==> config.mk <==
export PLATFORM = sky130hd
export DESIGN_NAME = dot_accumulator_flat
export DESIGN_NICKNAME = d
export VERILOG_FILES = /design/src/rtl/dot_accumulator_if.sv /design/src/rtl/dot_accumulator.sv /design/src/flat_wrapper.sv
export SDC_FILE = /design/constraint.sdc
export NUM_CORES = 1
export LEC_CHECK = 0
export CAP_MARGIN = 20
export CORE_ASPECT_RATIO = 1.5
export CORE_MARGIN = 4
export CORE_UTILIZATION = 59
export CTS_CLUSTER_DIAMETER = 200
export DETAILED_ROUTE_END_ITERATION = 16
export GPL_TIMING_DRIVEN = 1
export PLACE_DENSITY = 0.86
export RECOVER_POWER = 100
export SLEW_MARGIN = 5
export SYNTH_ARGS = -nofsm -noshare
export SYNTH_HDL_FRONTEND = slang
export SYNTH_SLANG_ARGS = --single-unit
==> constraint.sdc <==
create_clock -name clk -period 9.1 [get_ports clk]
set_clock_uncertainty 0.2 [all_clocks]
set_input_delay 1.82 -clock clk [delete_from_list [all_inputs] [get_ports clk]]
set_output_delay 1.82 -clock clk [all_outputs]
set_load 0.05 [all_outputs]
==> src/rtl/dot_accumulator_if.sv <==
// Handshake bundle between the dot-product pipeline, the accumulator and the result consumer.
// The master side drives beats and out_ready; the slave side is the accumulator itself.
interface dot_accumulator_if #(
  parameter int IN_W  = 32,
  parameter int ACC_W = 40,
  parameter int CNT_W = 8
);
  logic             clear;
  logic             in_valid;
  logic [IN_W-1:0]  in_data;
  logic             in_last;
  logic             in_ready;
  logic             out_valid;
  logic             out_ready;
  logic [ACC_W-1:0] out_sum;
  logic [CNT_W-1:0] out_beats;
  logic             out_ovf;

  modport master (
    output clear, in_valid, in_data, in_last, out_ready,
    input  in_ready, out_valid, out_sum, out_beats, out_ovf
  );

  modport slave (
    input  clear, in_valid, in_data, in_last, out_ready,
    output in_ready, out_valid, out_sum, out_beats, out_ovf
  );
endinterface

==> src/rtl/dot_accumulator.sv <==
// Sums consecutive partial dot products into one vector result, counts beats, flags overflow,
// and holds the completed result in a one-entry valid/ready output register.
module dot_accumulator #(
  parameter int IN_W  = 32,
  parameter int ACC_W = 40,
  parameter int CNT_W = 8
) (
  input  logic             clk,
  input  logic             rst_n,
  dot_accumulator_if.slave bus
);

  typedef enum logic {IDLE, ACCUM} state_t;

  state_t           r_state, w_state_next;
  logic [ACC_W-1:0] r_acc, w_acc_next;
  logic [CNT_W-1:0] r_cnt, w_cnt_next;
  logic             r_ovf, w_ovf_next;

  logic             r_out_valid;
  logic [ACC_W-1:0] r_out_sum;
  logic [CNT_W-1:0] r_out_beats;
  logic             r_out_ovf;

  logic             w_in_ready;
  logic             w_accept;
  logic             w_load;
  logic [ACC_W-1:0] w_in_ext;
  logic [ACC_W-1:0] w_acc_base;
  logic [CNT_W-1:0] w_cnt_base;
  logic             w_ovf_base;
  logic [ACC_W:0]   w_sum_full;
  logic             w_cnt_sat;
  logic [CNT_W-1:0] w_cnt_inc;
  logic             w_ovf_inc;

  assign w_in_ready = ~r_out_valid | bus.out_ready;
  assign w_accept   = bus.in_valid & w_in_ready;

  // In IDLE the running values are treated as zero, so the first beat of a
  // vector (including a single-beat vector) goes through the same adder.
  assign w_acc_base = (r_state == ACCUM) ? r_acc : '0;
  assign w_cnt_base = (r_state == ACCUM) ? r_cnt : '0;
  assign w_ovf_base = (r_state == ACCUM) ? r_ovf : 1'b0;

  assign w_in_ext   = ACC_W'(bus.in_data);
  assign w_sum_full = {1'b0, w_acc_base} + {1'b0, w_in_ext};
  assign w_cnt_sat  = &w_cnt_base;
  assign w_cnt_inc  = w_cnt_sat ? w_cnt_base : w_cnt_base + 1'b1;
  assign w_ovf_inc  = w_ovf_base | w_sum_full[ACC_W] | w_cnt_sat;

  // NOTE: every always_comb output is given a default first so no path leaves
  // it unassigned; otherwise synthesis infers a latch.
  always_comb begin
    w_state_next = r_state;
    w_acc_next   = r_acc;
    w_cnt_next   = r_cnt;
    w_ovf_next   = r_ovf;
    w_load       = 1'b0;
    if (bus.clear) begin
      w_state_next = IDLE;
      w_acc_next   = '0;
      w_cnt_next   = '0;
      w_ovf_next   = 1'b0;
    end else if (w_accept) begin
      if (bus.in_last) begin
        w_load       = 1'b1;
        w_state_next = IDLE;
        w_acc_next   = '0;
        w_cnt_next   = '0;
        w_ovf_next   = 1'b0;
      end else begin
        w_state_next = ACCUM;
        w_acc_next   = w_sum_full[ACC_W-1:0];
        w_cnt_next   = w_cnt_inc;
        w_ovf_next   = w_ovf_inc;
      end
    end
  end

  // NOTE: sequential state uses non-blocking assignments so every register
  // samples the pre-edge values regardless of statement order.
  always_ff @(posedge clk or negedge rst_n) begin
    if (!rst_n) begin
      r_state <= IDLE;
      r_acc   <= '0;
      r_cnt   <= '0;
      r_ovf   <= 1'b0;
    end else begin
      r_state <= w_state_next;
      r_acc   <= w_acc_next;
      r_cnt   <= w_cnt_next;
      r_ovf   <= w_ovf_next;
    end
  end

  // A load in the same cycle as a drain simply overwrites, keeping out_valid high.
  always_ff @(posedge clk or negedge rst_n) begin
    if (!rst_n) begin
      r_out_valid <= 1'b0;
      r_out_sum   <= '0;
      r_out_beats <= '0;
      r_out_ovf   <= 1'b0;
    end else if (w_load) begin
      r_out_valid <= 1'b1;
      r_out_sum   <= w_sum_full[ACC_W-1:0];
      r_out_beats <= w_cnt_inc;
      r_out_ovf   <= w_ovf_inc;
    end else if (r_out_valid && bus.out_ready) begin
      r_out_valid <= 1'b0;
    end
  end

  assign bus.in_ready  = w_in_ready;
  assign bus.out_valid = r_out_valid;
  assign bus.out_sum   = r_out_sum;
  assign bus.out_beats = r_out_beats;
  assign bus.out_ovf   = r_out_ovf;

endmodule

==> src/flat_wrapper.sv <==
// flat-port wrapper written by rule: the top's interface ports become plain ports
module dot_accumulator_flat 
#(
  parameter int IN_W  = 32,
  parameter int ACC_W = 40,
  parameter int CNT_W = 8
)
  (clk, rst_n, bus_clear, bus_in_valid, bus_in_data, bus_in_last, bus_out_ready, bus_in_ready, bus_out_valid, bus_out_sum, bus_out_beats, bus_out_ovf);
  dot_accumulator_if #(.IN_W(IN_W), .ACC_W(ACC_W), .CNT_W(CNT_W)) bus_i ();
  input  logic clk;
  input  logic rst_n;
  input wire logic [$bits(bus_i.clear)-1:0] bus_clear;
  input wire logic [$bits(bus_i.in_valid)-1:0] bus_in_valid;
  input wire logic [$bits(bus_i.in_data)-1:0] bus_in_data;
  input wire logic [$bits(bus_i.in_last)-1:0] bus_in_last;
  input wire logic [$bits(bus_i.out_ready)-1:0] bus_out_ready;
  output wire logic [$bits(bus_i.in_ready)-1:0] bus_in_ready;
  output wire logic [$bits(bus_i.out_valid)-1:0] bus_out_valid;
  output wire logic [$bits(bus_i.out_sum)-1:0] bus_out_sum;
  output wire logic [$bits(bus_i.out_beats)-1:0] bus_out_beats;
  output wire logic [$bits(bus_i.out_ovf)-1:0] bus_out_ovf;
  assign bus_i.clear = bus_clear;
  assign bus_i.in_valid = bus_in_valid;
  assign bus_i.in_data = bus_in_data;
  assign bus_i.in_last = bus_in_last;
  assign bus_i.out_ready = bus_out_ready;
  assign bus_in_ready = bus_i.in_ready;
  assign bus_out_valid = bus_i.out_valid;
  assign bus_out_sum = bus_i.out_sum;
  assign bus_out_beats = bus_i.out_beats;
  assign bus_out_ovf = bus_i.out_ovf;
  dot_accumulator #(.IN_W(IN_W), .ACC_W(ACC_W), .CNT_W(CNT_W)) u_core (.clk(clk), .rst_n(rst_n), .bus(bus_i));
endmodule
==> out/metrics.sh <==
WIRELENGTH_UM=16000
SETUP.WORST_PATH.END_CLASS='register'
CTS_REPAIR_RESIZE_COUNT=0
WIRE_PER_INST_UM=18.5
ROOT_BUFFER='sky130_fd_sc_hd__clkbuf_16'
GRT_PASS1_VIAS=5832
CLKLATENCYLATEPIN_NS=0.35
CP-STARTPOINT='bus_in_data[4]'
YOSYSWARNINGS=0
AREA_GROWTH_SYN_TO_LAYOUT_PCT=19.5
TRITONCTS='yes'
FINALSETUPVIOLATIONS=0
H-TREE-DEPTH=3
DRT-VIAS-PER-INSTANCE=6.37
WORST-SLEW-PIN-TRANSITION_NS=2.32
SUMMED_INSTANCE_AREA_OF_THE_SYNTHESIZED_NETLIST_UM2=6060
WORST_HOLD_PATH_TYPE='reg2reg'
PATH_CLK_SLEW_NS=0.06
R2R.WORST_PATH.CELLS=12
RSZ0062_AT_GRT='no'
CLOCK_TREE.BUFFER_DEPTH=2
MAX_CAP_VIOL_COUNT=5
FIN_WS_NS=3.58
ANTENNA-DIODE-COUNT=0
DRV_SLEW=203
SYNTHDOMINANTAREACELLTYPE='sky130_fd_sc_hd__dfrtp_1'
FINAL-INSTANCE-COUNT-EXCL-FILL=864
DRC=0
SHARE_OF_POST_ROUTE_CELLS_WITH_DRIVE_STRENGTH_ABOVE_1_PCT=3.61
KIND_OF_START_POINT_OF_THE_CRITICAL_PATH='input port'
POST_SYNTH_EDFFS=0
FINAL.SETUP.TNS_NS=0
INITIAL_UTILIZATION_PCT=60.1
POWER.LEAKAGE_nW=3.48
GRT_OVERFLOW=0
CTSHOLDBUFFERS=0
REPORT.FINAL.HOLD_VIOL_COUNT=0
DRT.ANTENNA.VIOLATING_NETS=0
CRIT_REQUIRED_NS=9.12
CRIT_END='u_core.bus.out_sum[27]'
GRT_FIRST_PASS_WIRELENGTH_UM=26900
YS_ASYNC_SR_FRACTION_PCT=100
POSTSYNTHREGISTERBITS=100
SYNTHESIS.INSTANCES=672
YS_TOP_CELLS_BY_COUNT='sky130_fd_sc_hd__nand2_1 (137), sky130_fd_sc_hd__dfrtp_1 (100), sky130_fd_sc_hd__o21ai_0 (45)'
VIOLATED_CHECKS='capacitance limit, slew limit'
SYNTH.YOSYS.SEQ_AREA_SHARE_PCT=41.3
CTS.SINK_COUNT=100
CRITICAL_PATH_CELL_BY_CELL='dlygate4sd3_1 -> ha_1 -> a21o_1 -> a31o_1 -> o2111a_1 -> o311ai_0 -> o21ai_0 -> o311ai_0 -> o21ai_0 -> xor2_1 -> mux2_2'
CRIT_FANOUT=5
SYN_NETS=744
SLEW-LIMIT-HEADROOM_PCT=-54.7
FINISH.NET_COUNT=816
YOSYS-TOP-CELLS-AREA='sky130_fd_sc_hd__dfrtp_1 (41%), sky130_fd_sc_hd__nand2_1 (8.5%), sky130_fd_sc_hd__ha_1 (6.8%)'
WORSTREG2REGEND='u_core.bus.out_sum[27]'
SLOWEST_LIBRARY_CELL_ON_THE_WORST_PATH='sky130_fd_sc_hd__o311ai_0'
CTS_INSERTED_BUFFERS=9
CRITICAL_PATH_ARRIVAL_NS=5.54
DRT-INITIAL-DRC-COUNT=408
NUM_VIAS=5502
WORST-R2R-SETUP-SLACK_NS=4.61
IO-PIN-COUNT=89
DETAILED_ROUTING_ITERATIONS_PASS_1=5
DP.CELLS=850
PORT-BUFFER-COUNT=88
TIMING.RR.START='u_core.r_state'
DESIGN.DIE.AREA_UM2=12000
DIE_HEIGHT_UM=132
DP_WORST_SETUP_SLACK_NS=3.78
N_FILL_CELL=757
ANTENNA_VIOLATIONS_BEFORE_REPAIR=0
DIEWIDTH_UM=90.7
GRT_START_MAX_NET_PINS=60
YOSYS.AREA.TOP_TYPE_SHARE_PCT=41.3
ROWS=45
FINAL_WEIGHTED_CONGESTION_OF_ROUTABILITY_DRIVEN_GLOBAL_PLACEMENT=1.03
SYNTH_TOP_FLOP_CELL='sky130_fd_sc_hd__dfrtp_1'
RUN_STATUS='finished with violations'
NUMBER_OF_BUFFERS_ADDED_FOR_SETUP_AFTER_CTS=0
POWER_mW=1.22
FLOORPLAN.CORE_AREA_UM2=10100
PEAKVDDDROP_uV=103
FINAL.PERIOD_UTILIZATION_PCT=60.6
PERIOD_NEEDED_NS=5.52
WORST_PATH_LARGEST_CELL_DELAY_NS=0.90
COUNT_OF_DIFFERENT_CELL_MASTERS_AFTER_SYNTHESIS=60
FMAX_GHz=0.181
MOST_USED_STANDARD_CELL_BY_INSTANCE_COUNT_AFTER_SYNTHESIS='sky130_fd_sc_hd__nand2_1'
OVERALL_TRACK_DEMAND_OVER_CAPACITY_IN_GLOBAL_ROUTING_PCT=27.4
CRIT_TYPE='in2reg'
DP_HPWL_UM=11400
SYNTH_AREA_PER_CELL_UM2=9.02
POWERDENSITY_nW_PER_UM2=168
==> per-layer routing <==
metal  vias to the layer above  GRT usage (%)  part of all wire [%]
li1                       2537              -                     -
met4                         0           13.7                   4.2
met5                         -              0                     0
met3                        70           5.08                   5.2
met1                      2674           29.9                    38
met2                       221           50.3                    53
==> how the worst min path moves through the flow <==
stage                                    to  cells after the start                     from
floorplan                   u_core.r_acc[2]                      2          u_core.r_acc[2]
global placement     u_core.bus.out_sum[23]                      2   u_core.bus.out_sum[23]
detailed placement   u_core.bus.out_sum[12]                      2   u_core.bus.out_sum[12]
CTS                   u_core.bus.out_sum[8]                      2    u_core.bus.out_sum[8]
global route        u_core.bus.out_beats[7]                      2  u_core.bus.out_beats[7]
finish               u_core.bus.out_sum[11]                      2   u_core.bus.out_sum[11]
==> state kept, by name (all words and copies together) (netlist names) <==
name and cells:
u_core.bus.out_sum 40, u_core.r_acc 40, u_core.bus.out_beats 8, u_core.r_cnt 8, u_core.bus.out_ovf 1, u_core.bus.out_valid 1, u_core.r_ovf 1, u_core.r_state 1
==> kinds of logic (layout without fill, tap and decap cells) <==
group	count (synthesis)	count (layout)	share of synthesized area [%]
AO/OA/AOI/OAI	191	191	21.5
XOR/XNOR	41	41	5.93
adder cells (fa/ha/maj)	34	34	7.15
buffers and inverters	40	115	2.68
flip-flops	100	100	41.3
multiplexers	10	10	1.84
AND/OR/NAND/NOR	256	256	19.6
==> worst max-delay path: cells and delay by family <==
| kind | cells | cell delay [ns] |
|---|---|---|
| XOR/XNOR | 1 | 0.21 |
| buffers and inverters | 1 | 0.55 |
| multiplexers | 1 | 0.29 |
| AO/OA/AOI/OAI | 7 | 2.28 |
| adder cells (fa/ha/maj) | 1 | 0.37 |
==> area by class of cell <==
class | count | area, um2 | area share [%]
well taps | 117 | 146 | 2.02
repair buffers | 94 | 905 | 12.5
inverters | 7 | 26.3 | 0.363
multi-input cells | 532 | 3350 | 46.3
clock buffers | 12 | 246 | 3.41
clock inverters | 2 | 60.1 | 0.830
flip-flops and latches | 100 | 2500 | 34.6
==> metrics by stage <==
stage | util (%) | hold WS, ns | instance area (um2)
6_report | 71.8 | 0.274 | 7240
5_1_grt | 71.8 | 0.292 | 7240
4_1_cts | 72.5 | 0.282 | 7310
3_5_place_dp | 69.5 | 0.262 | 7000
3_3_place_gp | 69.5 | 0.254 | 7000
2_1_floorplan | - | 0.242 | 6060
==> power breakdown <==
part	internal [mW]	switching (mW)
Combinational	0.0973	0.213
Clock	0.246	0.158
Sequential	0.483	0.0221
==> placed cells by master (no fill, tap or decap), drive strengths merged, types with 6 or more instances in the layout <==
master / instances
xor2: 17
o21ai: 55
xnor2: 24
dfrtp: 100
ha: 33
dlygate4sd3: 54
a22o: 29
nor2: 27
inv: 7
nand3: 10
mux2: 9
and3: 11
clkdlybuf4s50: 33
nand4: 10
nand2: 137
clkbuf: 17
a21oi: 43
nor3: 10
a32o: 7
a31oi: 6
and2: 36
a21o: 17
(Power assumes the default switching activity.)
